**config.mk**
```make
export PLATFORM = sky130hd
export DESIGN_NAME = uart_reply_tx_flat
export DESIGN_NICKNAME = d
export VERILOG_FILES = /design/src/rtl/uart_reply_tx_if.sv /design/src/rtl/uart_reply_tx.sv /design/src/flat_wrapper.sv
export SDC_FILE = /design/constraint.sdc
export NUM_CORES = 1
export LEC_CHECK = 0
export BUFFER_PORTS_ARGS = -buffer_cell sky130_fd_sc_hd__buf_4
export CAP_MARGIN = 40
export CORE_ASPECT_RATIO = 0.9
export CORE_MARGIN = 1.5
export CORE_UTILIZATION = 52
export CTS_CLUSTER_SIZE = 14
export DETAILED_ROUTE_END_ITERATION = 12
export PLACE_DENSITY_LB_ADDON = 0.08
export SYNTH_ARGS = -nofsm -noshare
export SYNTH_HDL_FRONTEND = slang
export SYNTH_SLANG_ARGS = --single-unit
```
**constraint.sdc**
```tcl
create_clock -name clk_50 -period 2.22 [get_ports clk_50]
set_clock_uncertainty 0.1 [all_clocks]
set_input_delay 0.666 -clock clk_50 [delete_from_list [all_inputs] [get_ports clk_50]]
set_output_delay 0.666 -clock clk_50 [all_outputs]
set_load 0.01 [all_outputs]
```
**src/rtl/uart_reply_tx_if.sv**
```systemverilog
// Reply-frame link bundle: request side (status logic -> framer) and UART byte side.
// Latency: none, wires only.
// Backpressure: sendReady gates requests; uartTxDone paces bytes.
//
// Ports (as seen from the framer, modport slave):
//   sendReq/sendCmd/sendPayload  in   frame request, command and 24-bit payload
//   sendReady                    out  pending slot empty
//   uartTxDV/uartTxData          out  byte strobe and byte to UART TX
//   uartTxDone                   in   UART TX finished the current byte
//   busy/frameDone/timeoutErr    out  status and one-cycle event pulses
//   framesSent                   out  completed-frame counter
`timescale 1ns/1ps
interface uart_reply_tx_if;
   logic        sendReq;
   logic [7:0]  sendCmd;
   logic [23:0] sendPayload;
   logic        sendReady;
   logic        uartTxDV;
   logic [7:0]  uartTxData;
   logic        uartTxDone;
   logic        busy;
   logic        frameDone;
   logic        timeoutErr;
   logic [15:0] framesSent;

   // Requester / UART side
   modport master (
      output sendReq, sendCmd, sendPayload, uartTxDone,
      input  sendReady, uartTxDV, uartTxData, busy, frameDone, timeoutErr, framesSent
   );

   // Frame transmitter side
   modport slave (
      input  sendReq, sendCmd, sendPayload, uartTxDone,
      output sendReady, uartTxDV, uartTxData, busy, frameDone, timeoutErr, framesSent
   );
endinterface

```
**src/rtl/uart_reply_tx.sv**
```systemverilog
// Serialises 8-byte reply frames AA BB CC cmd p2 p1 p0 {1,cmd[6:0]} to a UART byte transmitter.
// Latency: request sampled at edge N -> first byte strobe after edge N+1; next byte strobe the cycle after uartTxDone.
// Backpressure: one pending frame slot; requests while sendReady=0 are dropped. A byte not acknowledged within DONE_TIMEOUT cycles aborts the frame.
//
// Ports:
//   clk_50   in  50 MHz system clock
//   reset_n  in  asynchronous active-low reset
//   bus      uart_reply_tx_if.slave: request inputs, UART byte handshake, status outputs
`timescale 1ns/1ps
module uart_reply_tx #(
   parameter int DONE_TIMEOUT = 100000   // cycles allowed per byte, counted from its strobe; must be >= 2
) (
   input logic               clk_50,
   input logic               reset_n,
   uart_reply_tx_if.slave    bus
);

   localparam int CNT_W = (DONE_TIMEOUT > 2) ? $clog2(DONE_TIMEOUT) : 1;
   localparam logic [CNT_W-1:0] TMO_LAST = CNT_W'(DONE_TIMEOUT - 1);
   localparam logic [CNT_W-1:0] CNT_ONE  = CNT_W'(1);

   typedef enum logic [1:0] {
      IDLE = 2'd0,
      SEND = 2'd1,
      WAIT = 2'd2
   } state_t;

   typedef struct packed {
      logic [7:0]  cmd;
      logic [23:0] payload;
   } req_t;

   // ------------------------------------------------------------------
   // State
   // ------------------------------------------------------------------
   state_t           r_state;
   logic             r_holdValid;
   req_t             r_hold;
   logic [63:0]      r_frame;        // byte on the wire is always r_frame[63:56]
   logic [2:0]       r_byteIdx;
   logic [CNT_W-1:0] r_tmoCnt;
   logic             r_txDV;
   logic [7:0]       r_txData;
   logic             r_frameDone;
   logic             r_tmoErr;
   logic [15:0]      r_framesSent;
   logic             r_sendReady;
   logic             r_busy;

   // ------------------------------------------------------------------
   // Next-state values
   // ------------------------------------------------------------------
   state_t           w_nState;
   logic             w_nHoldValid;
   req_t             w_nHold;
   logic [63:0]      w_nFrame;
   logic [2:0]       w_nByteIdx;
   logic [CNT_W-1:0] w_nTmoCnt;
   logic             w_nTxDV;
   logic [7:0]       w_nTxData;
   logic             w_nFrameDone;
   logic             w_nTmoErr;
   logic [15:0]      w_nFramesSent;
   logic             w_accept;
   logic [63:0]      w_loadFrame;

   assign w_accept = bus.sendReq && !r_holdValid;

   // Trailer repeats the command with bit 7 forced high so the host decoder
   // can tell it apart from header bytes.
   assign w_loadFrame = {8'hAA, 8'hBB, 8'hCC, r_hold.cmd, r_hold.payload,
                         1'b1, r_hold.cmd[6:0]};

   always_comb begin
      w_nState      = r_state;
      w_nHoldValid  = r_holdValid;
      w_nHold       = r_hold;
      w_nFrame      = r_frame;
      w_nByteIdx    = r_byteIdx;
      w_nTmoCnt     = r_tmoCnt;
      w_nTxDV       = 1'b0;
      w_nTxData     = r_txData;
      w_nFrameDone  = 1'b0;
      w_nTmoErr     = 1'b0;
      w_nFramesSent = r_framesSent;

      // Slot write. Acceptance needs an empty slot, so it never collides
      // with the IDLE load below, which only happens while the slot is full.
      if (w_accept) begin
         w_nHoldValid    = 1'b1;
         w_nHold.cmd     = bus.sendCmd;
         w_nHold.payload = bus.sendPayload;
      end

      case (r_state)
         IDLE: begin
            if (r_holdValid) begin
               w_nFrame     = w_loadFrame;
               w_nHoldValid = 1'b0;
               w_nByteIdx   = 3'd0;
               w_nTmoCnt    = '0;
               w_nTxDV      = 1'b1;
               w_nTxData    = w_loadFrame[63:56];
               w_nState     = SEND;
            end
         end

         // The strobe is registered, so it is high exactly while in SEND.
         // The SEND cycle is cycle 0 of the byte's timeout budget.
         SEND: begin
            w_nTmoCnt = r_tmoCnt + CNT_ONE;
            w_nState  = WAIT;
         end

         WAIT: begin
            if (bus.uartTxDone) begin
               // done takes priority over a simultaneous timeout
               if (r_byteIdx == 3'd7) begin
                  w_nFrameDone  = 1'b1;
                  w_nFramesSent = r_framesSent + 16'd1;
                  w_nState      = IDLE;
               end else begin
                  w_nFrame   = {r_frame[55:0], 8'h00};
                  w_nByteIdx = r_byteIdx + 3'd1;
                  w_nTmoCnt  = '0;
                  w_nTxDV    = 1'b1;
                  w_nTxData  = r_frame[55:48];
                  w_nState   = SEND;
               end
            end else if (r_tmoCnt == TMO_LAST) begin
               // abandon the rest of the frame; the pending slot is untouched
               w_nTmoErr = 1'b1;
               w_nState  = IDLE;
            end else begin
               w_nTmoCnt = r_tmoCnt + CNT_ONE;
            end
         end

         default: begin
            w_nState = IDLE;
         end
      endcase
   end

   always_ff @(posedge clk_50 or negedge reset_n) begin
      if (!reset_n) begin
         r_state      <= IDLE;
         r_holdValid  <= 1'b0;
         r_hold       <= '0;
         r_frame      <= '0;
         r_byteIdx    <= 3'd0;
         r_tmoCnt     <= '0;
         r_txDV       <= 1'b0;
         r_txData     <= 8'h00;
         r_frameDone  <= 1'b0;
         r_tmoErr     <= 1'b0;
         r_framesSent <= 16'h0000;
         r_sendReady  <= 1'b1;
         r_busy       <= 1'b0;
      end else begin
         r_state      <= w_nState;
         r_holdValid  <= w_nHoldValid;
         r_hold       <= w_nHold;
         r_frame      <= w_nFrame;
         r_byteIdx    <= w_nByteIdx;
         r_tmoCnt     <= w_nTmoCnt;
         r_txDV       <= w_nTxDV;
         r_txData     <= w_nTxData;
         r_frameDone  <= w_nFrameDone;
         r_tmoErr     <= w_nTmoErr;
         r_framesSent <= w_nFramesSent;
         // status flags are registered copies of the next-cycle state
         r_sendReady  <= !w_nHoldValid;
         r_busy       <= (w_nState != IDLE);
      end
   end

   assign bus.sendReady  = r_sendReady;
   assign bus.uartTxDV   = r_txDV;
   assign bus.uartTxData = r_txData;
   assign bus.busy       = r_busy;
   assign bus.frameDone  = r_frameDone;
   assign bus.timeoutErr = r_tmoErr;
   assign bus.framesSent = r_framesSent;

endmodule

```
**src/flat_wrapper.sv**
```systemverilog
// flat-port wrapper written by rule: the top's interface ports become plain ports
module uart_reply_tx_flat 
#(
   parameter int DONE_TIMEOUT = 100000                                                                    
)
  (clk_50, reset_n, bus_sendReq, bus_sendCmd, bus_sendPayload, bus_uartTxDone, bus_sendReady, bus_uartTxDV, bus_uartTxData, bus_busy, bus_frameDone, bus_timeoutErr, bus_framesSent);
  uart_reply_tx_if bus_i ();
  input logic clk_50;
  input logic reset_n;
  input wire logic [$bits(bus_i.sendReq)-1:0] bus_sendReq;
  input wire logic [$bits(bus_i.sendCmd)-1:0] bus_sendCmd;
  input wire logic [$bits(bus_i.sendPayload)-1:0] bus_sendPayload;
  input wire logic [$bits(bus_i.uartTxDone)-1:0] bus_uartTxDone;
  output wire logic [$bits(bus_i.sendReady)-1:0] bus_sendReady;
  output wire logic [$bits(bus_i.uartTxDV)-1:0] bus_uartTxDV;
  output wire logic [$bits(bus_i.uartTxData)-1:0] bus_uartTxData;
  output wire logic [$bits(bus_i.busy)-1:0] bus_busy;
  output wire logic [$bits(bus_i.frameDone)-1:0] bus_frameDone;
  output wire logic [$bits(bus_i.timeoutErr)-1:0] bus_timeoutErr;
  output wire logic [$bits(bus_i.framesSent)-1:0] bus_framesSent;
  assign bus_i.sendReq = bus_sendReq;
  assign bus_i.sendCmd = bus_sendCmd;
  assign bus_i.sendPayload = bus_sendPayload;
  assign bus_i.uartTxDone = bus_uartTxDone;
  assign bus_sendReady = bus_i.sendReady;
  assign bus_uartTxDV = bus_i.uartTxDV;
  assign bus_uartTxData = bus_i.uartTxData;
  assign bus_busy = bus_i.busy;
  assign bus_frameDone = bus_i.frameDone;
  assign bus_timeoutErr = bus_i.timeoutErr;
  assign bus_framesSent = bus_i.framesSent;
  uart_reply_tx #(.DONE_TIMEOUT(DONE_TIMEOUT)) u_core (.clk_50(clk_50), .reset_n(reset_n), .bus(bus_i));
endmodule
```
### Word-level counts from Yosys, hierarchy flattened

Index checks and enable logic that the tools add are counted.
W data, S select, Z words.

* add/sub/neg operators: 3
* equal/unequal tests: 9
* muxes and demuxes: 35
* reductions and logical operators: 10

Operators with widths (number)
* $mux W56: 3
* $pmux W56 S2: 1
* $mux W17: 4
* $pmux W17 S3: 1
* $mux W8: 3
* $add A17 B1 Y17 const B: 1
* $eq A17 B17 Y1 const B: 1
* $add A16 B1 Y16 const B: 1
* $pmux W8 S2: 1
* $mux W1: 13
* $mux W3: 3
* $reduce_and A4 Y1: 2
* $mux W2: 3
* $ne A3 B3 Y1 const B: 2
* $pmux W2 S3: 1
* $pmux W3 S2: 1
* $ne A2 B2 Y1 const B: 2
* $reduce_bool A2 Y1: 2
* $add A3 B1 Y3 const B: 1
* $eq A3 B3 Y1 const B: 1
* $reduce_and A3 Y1: 1
* $reduce_bool A3 Y1: 1
* $eq A2 B1 Y1 const B: 1
* $eq A2 B2 Y1 const B: 1
* 5 further kinds: 6

* flip-flop bits (word level): 140
* bits of input ports: 36
* word-level logic and storage cells: 71

### Longest topological paths before layout

Gate-level depths: netlist of run 1.

* depth in word-level cells: 6
* gate-level depth with buffers: 9
* gate-level depth less buffers: 7

### Worst setup path after synthesis of run 1

OpenSTA, ideal clock, no wires.

* path kind: register -> register
* start: register u_core.r_byteIdx[0]
* end: register u_core.r_tmoCnt[9]
* setup time: 96 ps
* arrival: 2165 ps
* required time: 2024 ps
* setup slack: -140 ps
* stages on the path, launching flop included: 9
* buffers on the path: 1
* clock period less this slack: 2360 ps
* cells stage by stage: dfrtp_1 ha_1 ha_1 and3_1 clkbuf_1 nor3_2 o21ai_4 or4_1 o31ai_1

* longest elaborated chain between the ends: 3

Ends and longest elaborated chain
* from (decl): line uart_reply_tx.sv:40 `logic [2:0] r_byteIdx;`
* from (signal assigned): line uart_reply_tx.sv:165 `r_byteIdx <= w_nByteIdx;`
* $eq A3 B3 Y1: line uart_reply_tx.sv:118 `if (r_byteIdx == 3'd7) begin`
* $ne A3 B3 Y1 (no source line)
* $reduce_and A4 Y1 (no source line)
* to (signal assigned): line uart_reply_tx.sv:166 `r_tmoCnt <= w_nTmoCnt;`
* to (decl): line uart_reply_tx.sv:41 `logic [CNT_W-1:0] r_tmoCnt;`

No other way between the ends.
A chain may end at the register's enable or synchronous reset.

### Final worst setup path of run 1

* start: register u_core.r_byteIdx[1]
* end: register u_core.r_tmoCnt[9]

Same word-level chain as after synthesis.

==> impl_metrics.toml, run 1 <==
[clock_tree]
cts_setup_buffers = 0
htree_num_levels = 4
clock_tree.buffer_depth = 2
clkSlewWorstSetupHoldPaths_ps = 50
clock_latency_ps = 410
cts_tree = "done"
cts.sink_count = 140
cts_buffers = 17
clockRootBuffer = "clkbuf_16"

[worst_hold_path]
hold_path_class = "in2async"

[floorplan]
dieWidth_um = 115
die-height_um = 104
design.die.area_um2 = 12000
row_count = 36
coreArea_um2 = 10900
ios = 65
start_util = 0.539

[run]
maxCapViolCount = 0

[critical_path]
critPathKind = "reg2reg"
cpMaxStageDelayCell = "or4_4"
cp.required_ps = 2440
slowest_delay_ps = 510
critPathLaunchType = "flip-flop"
cp_max_fo = 4
cp.arrival_ps = 2370
cp_cell_sequence = "ha_2 > ha_4 > and3_4 > nor3_4 > o21ai_4 > or4_4 > o31ai_2"
worstSetupEndpointType = "flip-flop"

[finish]
nets = 624
syn2layout_area_growth_pct = 24.7
fin_cells = 743
diodes = 0
finalInstanceArea_um2 = 7360
nFillCells = 831
layout-drive-gt1-share = 0.291

[logic_synthesis]
synth_most_common_cell = "dfrtp_1"
synth_top_cell_area_share = 0.589
synth.distinct_cells = 42
ys_top_cells_by_count = "139 x dfrtp_1, 46 x nand2_1, 44 x o21ai_0"
synth_nets = 538
seq_area_frac_synth = 0.594
synth_area_leaders = "dfrtp_1 59%, mux2_2 6.3%, mux2i_1 4.4%, o21ai_0 3.7%, nand2_1 2.9%"
ys_seq_elements = 140
synth_flop_cell = "dfrtp_1"
synthArstFlopShare = 1.00
syn_area_um2 = 5900
ys_warn_count = 0
avgSynthCellArea_um2 = 12.0
synth_cells = 493
yosysTopAreaCell = "dfrtp_1"
synth_edf_count = 0

[timing]
maxSlewHeadroom = 0.577
fmax_ghz = 0.465
period_share = 0.968
whs_ps = 39.1
max_slew.worst_pin.slew_ps = 629
finalSetupViolCount = 0
tns_ps = 0
period_minus_slack_ps = 2150
drv_slew = 0
final-hold-violation-count = 0

[pwr]
p_int_mw = 6.62
irDropWorstVdd_v = 0.000687
power_leakage_nw = 3.35
switching_share = 0.328
p_clk_frac = 0.264
pwr-share-comb = 0.331
power_switching_mw = 3.24
p_seq_frac = 0.405
cellPowerDensity_nw_per_um2 = 1340

[grt]
antenna_found_initial = 0
grt_pass1_wl_um = 20400
grt_usage = 0.220
grt_pass1_vias = 4281
grt_overflow = 0
grt_max_degree = 52

[detailed_routing]
drtAntennaViolNets = 0
wirelength_um = 12200
route.detailed.drc = 0
wl_per_cell_um = 16.4
vias = 4114
firstDrtPassIters = 5
drt_iter0_markers = 250
via_per_inst = 5.54

[placed_design]
hpwlAfterDp_um = 7990
portBuffers = 64
placed_cells = 711
placed_cell_area_um2 = 6780
globalplace.congestion = 0.811

[run_status]
outcome = "complete, no violations"
[timing repair]
action                                  4_1_cts  5_1_grt
resized for setup                             0        7
hold buffers                                  0        0
endpoints found under the setup margin        0       51
[registers in the layout (all words and copies together) (netlist names)]
| signal | count |
|---|---|
| u_core.r_tmoCnt | 17 |
| u_core.bus.frameDone | 1 |
| u_core.bus.uartTxData | 8 |
| u_core.bus.timeoutErr | 1 |
| u_core.bus.busy | 1 |
| u_core.bus.sendReady | 1 |
| u_core.r_frame | 56 |
| u_core.r_holdValid | 1 |
| u_core.r_state | 2 |
| u_core.bus.framesSent | 16 |
| u_core.r_hold | 32 |
| u_core.bus.uartTxDV | 1 |
| u_core.r_byteIdx | 3 |
[placed cells by master, fill, tap and decap left out, drive strengths merged]
master and count:
o22a 14, a41oi 2, bufinv 1, a21o 1
nand2 46, nor3 5, a222oi 7, nand4 10
a21oi 6, a31oi 3, ha 9, o31ai 12
mux2 33, or3 2, and3 2, a22o 19
mux2i 26, dfstp 1, or2 2, nand2b 3
nand3b 1, o21ai 50, xnor2 9, clkinv 6
nand3 10, or4 2, o21a 2, inv 14
and2 1, nor2b 4, buf 92, nor4bb 1
and4 2, xor2 6, nor4 3, clkbuf 23
dfrtp 139, nor2 21, clkinvlp 1
[per-layer routing]
metal	track usage	vias up	routed length, um	part of all wire
li1	-	1950	-	-
met1	0.279	2052	5470	0.45
met2	0.358	96	6030	0.50
met3	0.0641	16	513	0.042
met4	0.0802	0	169	0.014
met5	0	-	0	0
[worst max-delay path: cells and delay by family, from the launching register on]
family | cells | cell delay [ps]
AO/OA/AOI/OAI | 2 | 350
flip-flops | 1 | 410
AND/OR/NAND/NOR | 3 | 810
adder cells (fa/ha/maj) | 2 | 390
[cells by family after synthesis]
family / Yosys count / share of synthesized area
adders and majority gates: 9 / 0.0191
and+or+nand+nor: 115 / 0.0942
buffers and inverters: 40 / 0.0288
AOI/OAI and AO/OA: 115 / 0.135
DFF: 140 / 0.594
xor gates and xnor gates: 15 / 0.0223
muxes: 59 / 0.107
[cell type report]
type / instances / area [um^2] / share of cell area
sequential: 140 / 3510 / 0.476
multi-input combinational: 314 / 2310 / 0.314
timing repair buffer: 92 / 757 / 0.103
clock buffer: 23 / 478 / 0.0650
tap: 152 / 190 / 0.0258
clock inverter: 8 / 67.6 / 0.00918
inverter: 14 / 52.6 / 0.00714
[per-stage QoR]
| step | utilization | power, mW | setup slack [ps] |
|---|---|---|---|
| 5_1_grt | 0.672 | 10.5 | -7.72 |
| 4_1_cts | 0.669 | 9.87 | 3.22 |
| 3_5_place_dp | 0.619 | 7.23 | -32.8 |
| 3_3_place_gp | 0.619 | 7.06 | 6.06 |
| 2_1_floorplan | - | 6.03 | 5.82 |
| 6_report | 0.672 | 9.85 | 71.5 |
[worst paths after layout]
kind	from	end	slack, ps	cells past startpoint
setup / recovery	u_core.r_byteIdx[1]$_DFFE_PN0P_	u_core.r_tmoCnt[9]$_DFFE_PN0P_	70	7
hold / removal	reset_n	u_core.r_tmoCnt[5]$_DFFE_PN0P_	40	1
setup reg to reg	u_core.r_byteIdx[1]$_DFFE_PN0P_	u_core.r_tmoCnt[9]$_DFFE_PN0P_	70	7
hold reg to reg	u_core.r_frame[31]$_DFFE_PN0P_	u_core.r_frame[31]$_DFFE_PN0P_	380	2
max in group asynchronous	reset_n	u_core.bus.uartTxData[0]$_DFFE_PN0P_	1370	2
min in group clk_50	bus_sendPayload[14]	u_core.r_hold[14]$_DFFE_PN0P_	380	2
[power groups by stage]
stage	Combinational [mW]	Clock (mW)	Sequential, mW
after floorplan	2.18	0	3.85
after detailed placement	3.21	0	4.02
final	3.26	2.60	3.99
after global routing	3.64	2.75	4.09
after global placement	3.07	0	3.99
after CTS	3.23	2.65	3.99
No activity file was read; power rests on OpenSTA's default activity.
==> inputs of run 2 (changes only) <==
--- a/config.mk
+++ b/config.mk
@@ -8,11 +8,12 @@
 export BUFFER_PORTS_ARGS = -buffer_cell sky130_fd_sc_hd__buf_4
 export CAP_MARGIN = 40
 export CORE_ASPECT_RATIO = 0.9
-export CORE_MARGIN = 1.5
+export CORE_MARGIN = 3
 export CORE_UTILIZATION = 52
 export CTS_CLUSTER_SIZE = 14
 export DETAILED_ROUTE_END_ITERATION = 12
 export PLACE_DENSITY_LB_ADDON = 0.08
+export SKIP_CTS_REPAIR_TIMING = 1
 export SYNTH_ARGS = -nofsm -noshare
 export SYNTH_HDL_FRONTEND = slang
 export SYNTH_SLANG_ARGS = --single-unit
==> run 2 against run 1 <==
Sequential share of layout area down 0.43 points. Highest routed layer unchanged. Final area up 0.92%. Sequential power about the same. Critical path depth unchanged. Worst setup slack worse by 47 ps. Non-clock buffer count down 2. Largest cell class unchanged. Combinational power down 2%. Final cell count down 0.27%. Utilization up 0.62 points.
==> impl_metrics.toml, run 2 (synthesis results as in run 1) <==
[run_status]
outcome = "complete, no violations"

[critical_path]
cp.arrival_ps = 2360
startpoint = "u_core.r_byteIdx[0]$_DFFE_PN0P_"
critPathLaunchType = "flip-flop"
worstSetupEndpointType = "flip-flop"
cp_max_fo = 9
critPathKind = "reg2reg"
r2r_start = "u_core.r_byteIdx[0]$_DFFE_PN0P_"
cp.required_ps = 2390
rrSetupSlack_ps = 20

[detailed_routing]
drt_iter0_markers = 276
firstDrtPassIters = 5
drtAntennaViolNets = 0
route.detailed.drc = 0
vias = 4120
wirelength_um = 12200
via_per_inst = 5.56
wl_per_cell_um = 16.5

[clock_tree]
clock_latency_ps = 410
clkSlewWorstSetupHoldPaths_ps = 50
cts_buffers = 17
clock_tree.buffer_depth = 2
clockRootBuffer = "clkbuf_16"
cts.sink_count = 140
cts_tree = "done"
htree_num_levels = 4

[grt]
grt_max_degree = 57
grt_pass1_wl_um = 21400
grt_pass1_vias = 4351
antenna_found_initial = 0
grt_usage = 0.214
grt_overflow = 0

[pwr]
irDropWorstVdd_v = 0.000747
p_total_mw = 10.1
cellPowerDensity_nw_per_um2 = 1360
power_leakage_nw = 3.37

[finish]
layout_common_cells = "138 x dfrtp_1, 83 x buf_4, 45 x nand2_1"
diodes = 0
ff_latch_area_um2 = 3510
largest_reg_flops = 56
finalInstanceArea_um2 = 7430
nFillCells = 823
layout_commonest_cell = "dfrtp_1"
reg_top3 = "u_core.r_frame: 56 flops, u_core.r_hold: 32 flops, u_core.r_tmoCnt: 17 flops"
top_register = "u_core.r_frame"
nets = 621
layout-drive-gt1-share = 0.289
multi_input_area_um2 = 2300
syn2layout_area_growth_pct = 25.8

[floorplan]
die-height_um = 107
design.die.area_um2 = 12700
dieWidth_um = 118
coreArea_um2 = 10900
start_util = 0.539
ios = 65
row_count = 36

[timing]
fmax_ghz = 0.456
maxSlewHeadroom = 0.660
max_slew.worst_pin.slew_ps = 508
drv_slew = 0
period_minus_slack_ps = 2200
finalSetupViolCount = 0
period_share = 0.989
tns_ps = 0
whs_ps = 92.7
final-hold-violation-count = 0

[placed_design]
globalplace.congestion = 0.874
hpwlAfterDp_um = 8180
placed_cell_area_um2 = 6780
portBuffers = 64

[worst_hold_path]
hold_path_class = "in2async"

[run]
maxCapViolCount = 0
## run 2: path summary, 6_finish.rpt
| path | endpoint | cells past startpoint |
|---|---|---|
| worst max-delay path | u_core.r_tmoCnt[14]$_DFFE_PN0P_ | 7 |
| worst min-delay path | u_core.r_holdValid$_DFF_PN0_ | 1 |
| worst max register to register | u_core.r_tmoCnt[14]$_DFFE_PN0P_ | 7 |
| worst min register to register | u_core.bus.framesSent[15]$_DFFE_PN0P_ | 1 |
| max in group asynchronous | u_core.r_hold[21]$_DFFE_PN0P_ | 2 |
| min in group clk_50 | u_core.bus.framesSent[15]$_DFFE_PN0P_ | 1 |
## run 2: power by group
part           switching (mW)  internal, mW
sequential              0.534          3.44
combinational            1.66          1.53
clock                   0.994          1.95
## run 2: critical path, stage by stage (launching register included)
cell and delay (ps):
dfrtp_1 390, ha_2 190, ha_4 160, and3_4 150
buf_4 160, or3_1 410, o21ai_0 340, o31ai_2 140
## run 2: per-layer routing
layer,vias to the layer above,GRT usage,wire length (um)
met2,99,0.352,5890
met4,0,0.0912,240
met1,2052,0.273,5540
met5,-,0,0
li1,1952,-,-
met3,17,0.0517,573
## run 2: layout make-up
cell class / instances / share of cell area
sequential: 140 / 0.472
multi-input combinational: 313 / 0.309
clock inverter: 5 / 0.0138
timing repair buffer: 90 / 0.102
clock buffer: 27 / 0.0704
tap: 152 / 0.0256
inverter: 14 / 0.00708
## run 2: through the flow
| step | setup WS [ps] | util | std cells |
|---|---|---|---|
| after floorplan | 5.82 | - | 493 |
| after global placement | 3.36 | 0.618 | 708 |
| after detailed placement | -47.2 | 0.619 | 709 |
| after CTS | -31.1 | 0.676 | 741 |
| after global routing | -60.1 | 0.678 | 741 |
| final | 24.7 | 0.678 | 741 |
==> inputs of run 3 (changes only) <==
==> constraint.sdc (replaced) <==
create_clock -name clk_50 -period 2.22 [get_ports clk_50]
set_clock_uncertainty 0.1 [all_clocks]
set_input_delay 0.222 -clock clk_50 [delete_from_list [all_inputs] [get_ports clk_50]]
set_output_delay 0.222 -clock clk_50 [all_outputs]
set_load 0.01 [all_outputs]
==> run 3 against run 2 <==
Critical path depth up 1. Worst hold slack improved by 21 ps. Sequential power barely moved. Die area did not move. Sequential share of layout area is 2.0 points lower. Global-route usage fell by 1.2 points. Total power is 0.87% lower. Routed wire length increased by 0.34%. Critical endpoint is now u_core.r_tmoCnt[9]$_DFFE_PN0P_. Largest cell class unchanged. Largest power group unchanged.
==> impl_metrics.toml, run 3 (synthesis results as in run 1) <==
[run_status]
outcome = "complete, no violations"

[clock_tree]
htree_num_levels = 4
cts_tree = "done"
cts_buffers = 17
clock_latency_ps = 410
clkSlewWorstSetupHoldPaths_ps = 60
clock_tree.buffer_depth = 2
cts.sink_count = 140
clockRootBuffer = "clkbuf_16"

[critical_path]
critPathKind = "reg2reg"
cp_max_fo = 4
cp.required_ps = 2430
cpLargestDelayFamily = "simple AND/OR/NAND/NOR gates"
cpMaxStageDelayCell = "or4_4"
r2r_start = "u_core.r_byteIdx[1]$_DFFE_PN0P_"
cp.arrival_ps = 2430
worstSetupEndpointType = "flip-flop"
path_buf_inv = 1
critPathLaunchType = "flip-flop"
slowest_delay_ps = 520
cp_cell_sequence = "ha_2 > ha_4 > buf_6 > and3_4 > nor3_4 > o21ai_4 > or4_4 > o31ai_1"
startpoint = "u_core.r_byteIdx[1]$_DFFE_PN0P_"

[floorplan]
start_util = 0.539
design.die.area_um2 = 12700
coreArea_um2 = 10900
ios = 65
die-height_um = 107
row_count = 36
dieWidth_um = 118

[placed_design]
globalplace.congestion = 0.800
placed_cell_area_um2 = 6790
hpwlAfterDp_um = 8070
dp_slack_ps = -57.2
portBuffers = 64

[finish]
finalInstanceArea_um2 = 7750
reg_top3 = "u_core.r_frame: 56 flops, u_core.r_hold: 32 flops, u_core.r_tmoCnt: 17 flops"
diodes = 0
layout_commonest_cell = "dfrtp_1"
layout-drive-gt1-share = 0.286
largest_reg_flops = 56
nets = 661
syn2layout_area_growth_pct = 31.4
layout_common_cells = "139 x dfrtp_1, 90 x buf_4, 46 x nand2_1"
top_register = "u_core.r_frame"

[timing]
drv_slew = 0
final-hold-violation-count = 0
finalWorstSetupSlack_ps = 3.55
finalSetupViolCount = 0
period_share = 0.998
max_slew.worst_pin.slew_ps = 628
fmax_ghz = 0.451
maxSlewHeadroom = 0.578
rsz0062_at_grt = "yes"
whs_ps = 113
period_minus_slack_ps = 2220
tns_ps = 0

[run]
maxCapViolCount = 0

[pwr]
p_total_mw = 10.0
cellPowerDensity_nw_per_um2 = 1290
power_leakage_nw = 3.51
irDropWorstVdd_v = 0.000870

[detailed_routing]
drt_iter0_markers = 272
route.detailed.drc = 0
firstDrtPassIters = 4
via_per_inst = 5.40
drtAntennaViolNets = 0
wirelength_um = 12300
wl_per_cell_um = 15.7
vias = 4217

[grt]
grt_pass1_vias = 4175
grt_usage = 0.202
grt_max_degree = 60
antenna_found_initial = 0
grt_overflow = 0
grt_pass1_wl_um = 20300

[worst_hold_path]
hold_path_class = "in2reg"
min_from = "bus_uartTxDone"
run 3: per-stage QoR:
step,instances,util
2_1_floorplan,493,-
3_3_place_gp,712,0.619
3_5_place_dp,714,0.620
4_1_cts,746,0.673
5_1_grt,781,0.708
6_report,781,0.708
run 3: final cells by class:
type / count / area, um^2
sequential: 140 / 3500
fill: 777 / 3190
multi-input combinational: 313 / 2310
timing repair buffer: 130 / 1120
clock buffer: 21 / 470
tap: 152 / 190
clock inverter: 11 / 109
inverter: 14 / 52.6
run 3: metal layers:
metal / routed length [um] / vias up / part of all wire / GRT usage
met2: 6160 / 75 / 0.50 / 0.333
met4: 191 / 0 / 0.016 / 0.0678
met3: 438 / 12 / 0.036 / 0.0601
met5: 0 / - / 0 / 0
met1: 5500 / 2101 / 0.45 / 0.256
li1: - / 2029 / - / -
run 3: worst register-to-register path, stage by stage (launching register included):
cell,delay [ps]
dfrtp_1,380
ha_2,200
ha_4,160
buf_6,110
and3_4,150
nor3_4,210
o21ai_4,90
or4_4,520
o31ai_1,210
run 3: report_power, final:
| group | internal, mW | total, mW | switching [mW] | leakage, nW |
|---|---|---|---|---|
| clock | 1.64 | 2.72 | 1.08 | 0.272 |
| combinational | 1.64 | 3.29 | 1.65 | 1.50 |
| sequential | 3.44 | 4.00 | 0.562 | 1.74 |
run 3: worst paths after layout:
kind                                                    endpoint  slack [ps]  cells after the start
min                              u_core.bus.timeoutErr$_DFF_PN0_         110                      4
max reg2reg                       u_core.r_tmoCnt[9]$_DFFE_PN0P_           4                      8
max in group asynchronous         u_core.r_frame[49]$_DFFE_PN0P_        1230                      3
min in group asynchronous         u_core.r_tmoCnt[9]$_DFFE_PN0P_         170                      2
max                               u_core.r_tmoCnt[9]$_DFFE_PN0P_           4                      8
min reg2reg                u_core.bus.framesSent[15]$_DFFE_PN0P_         380                      1
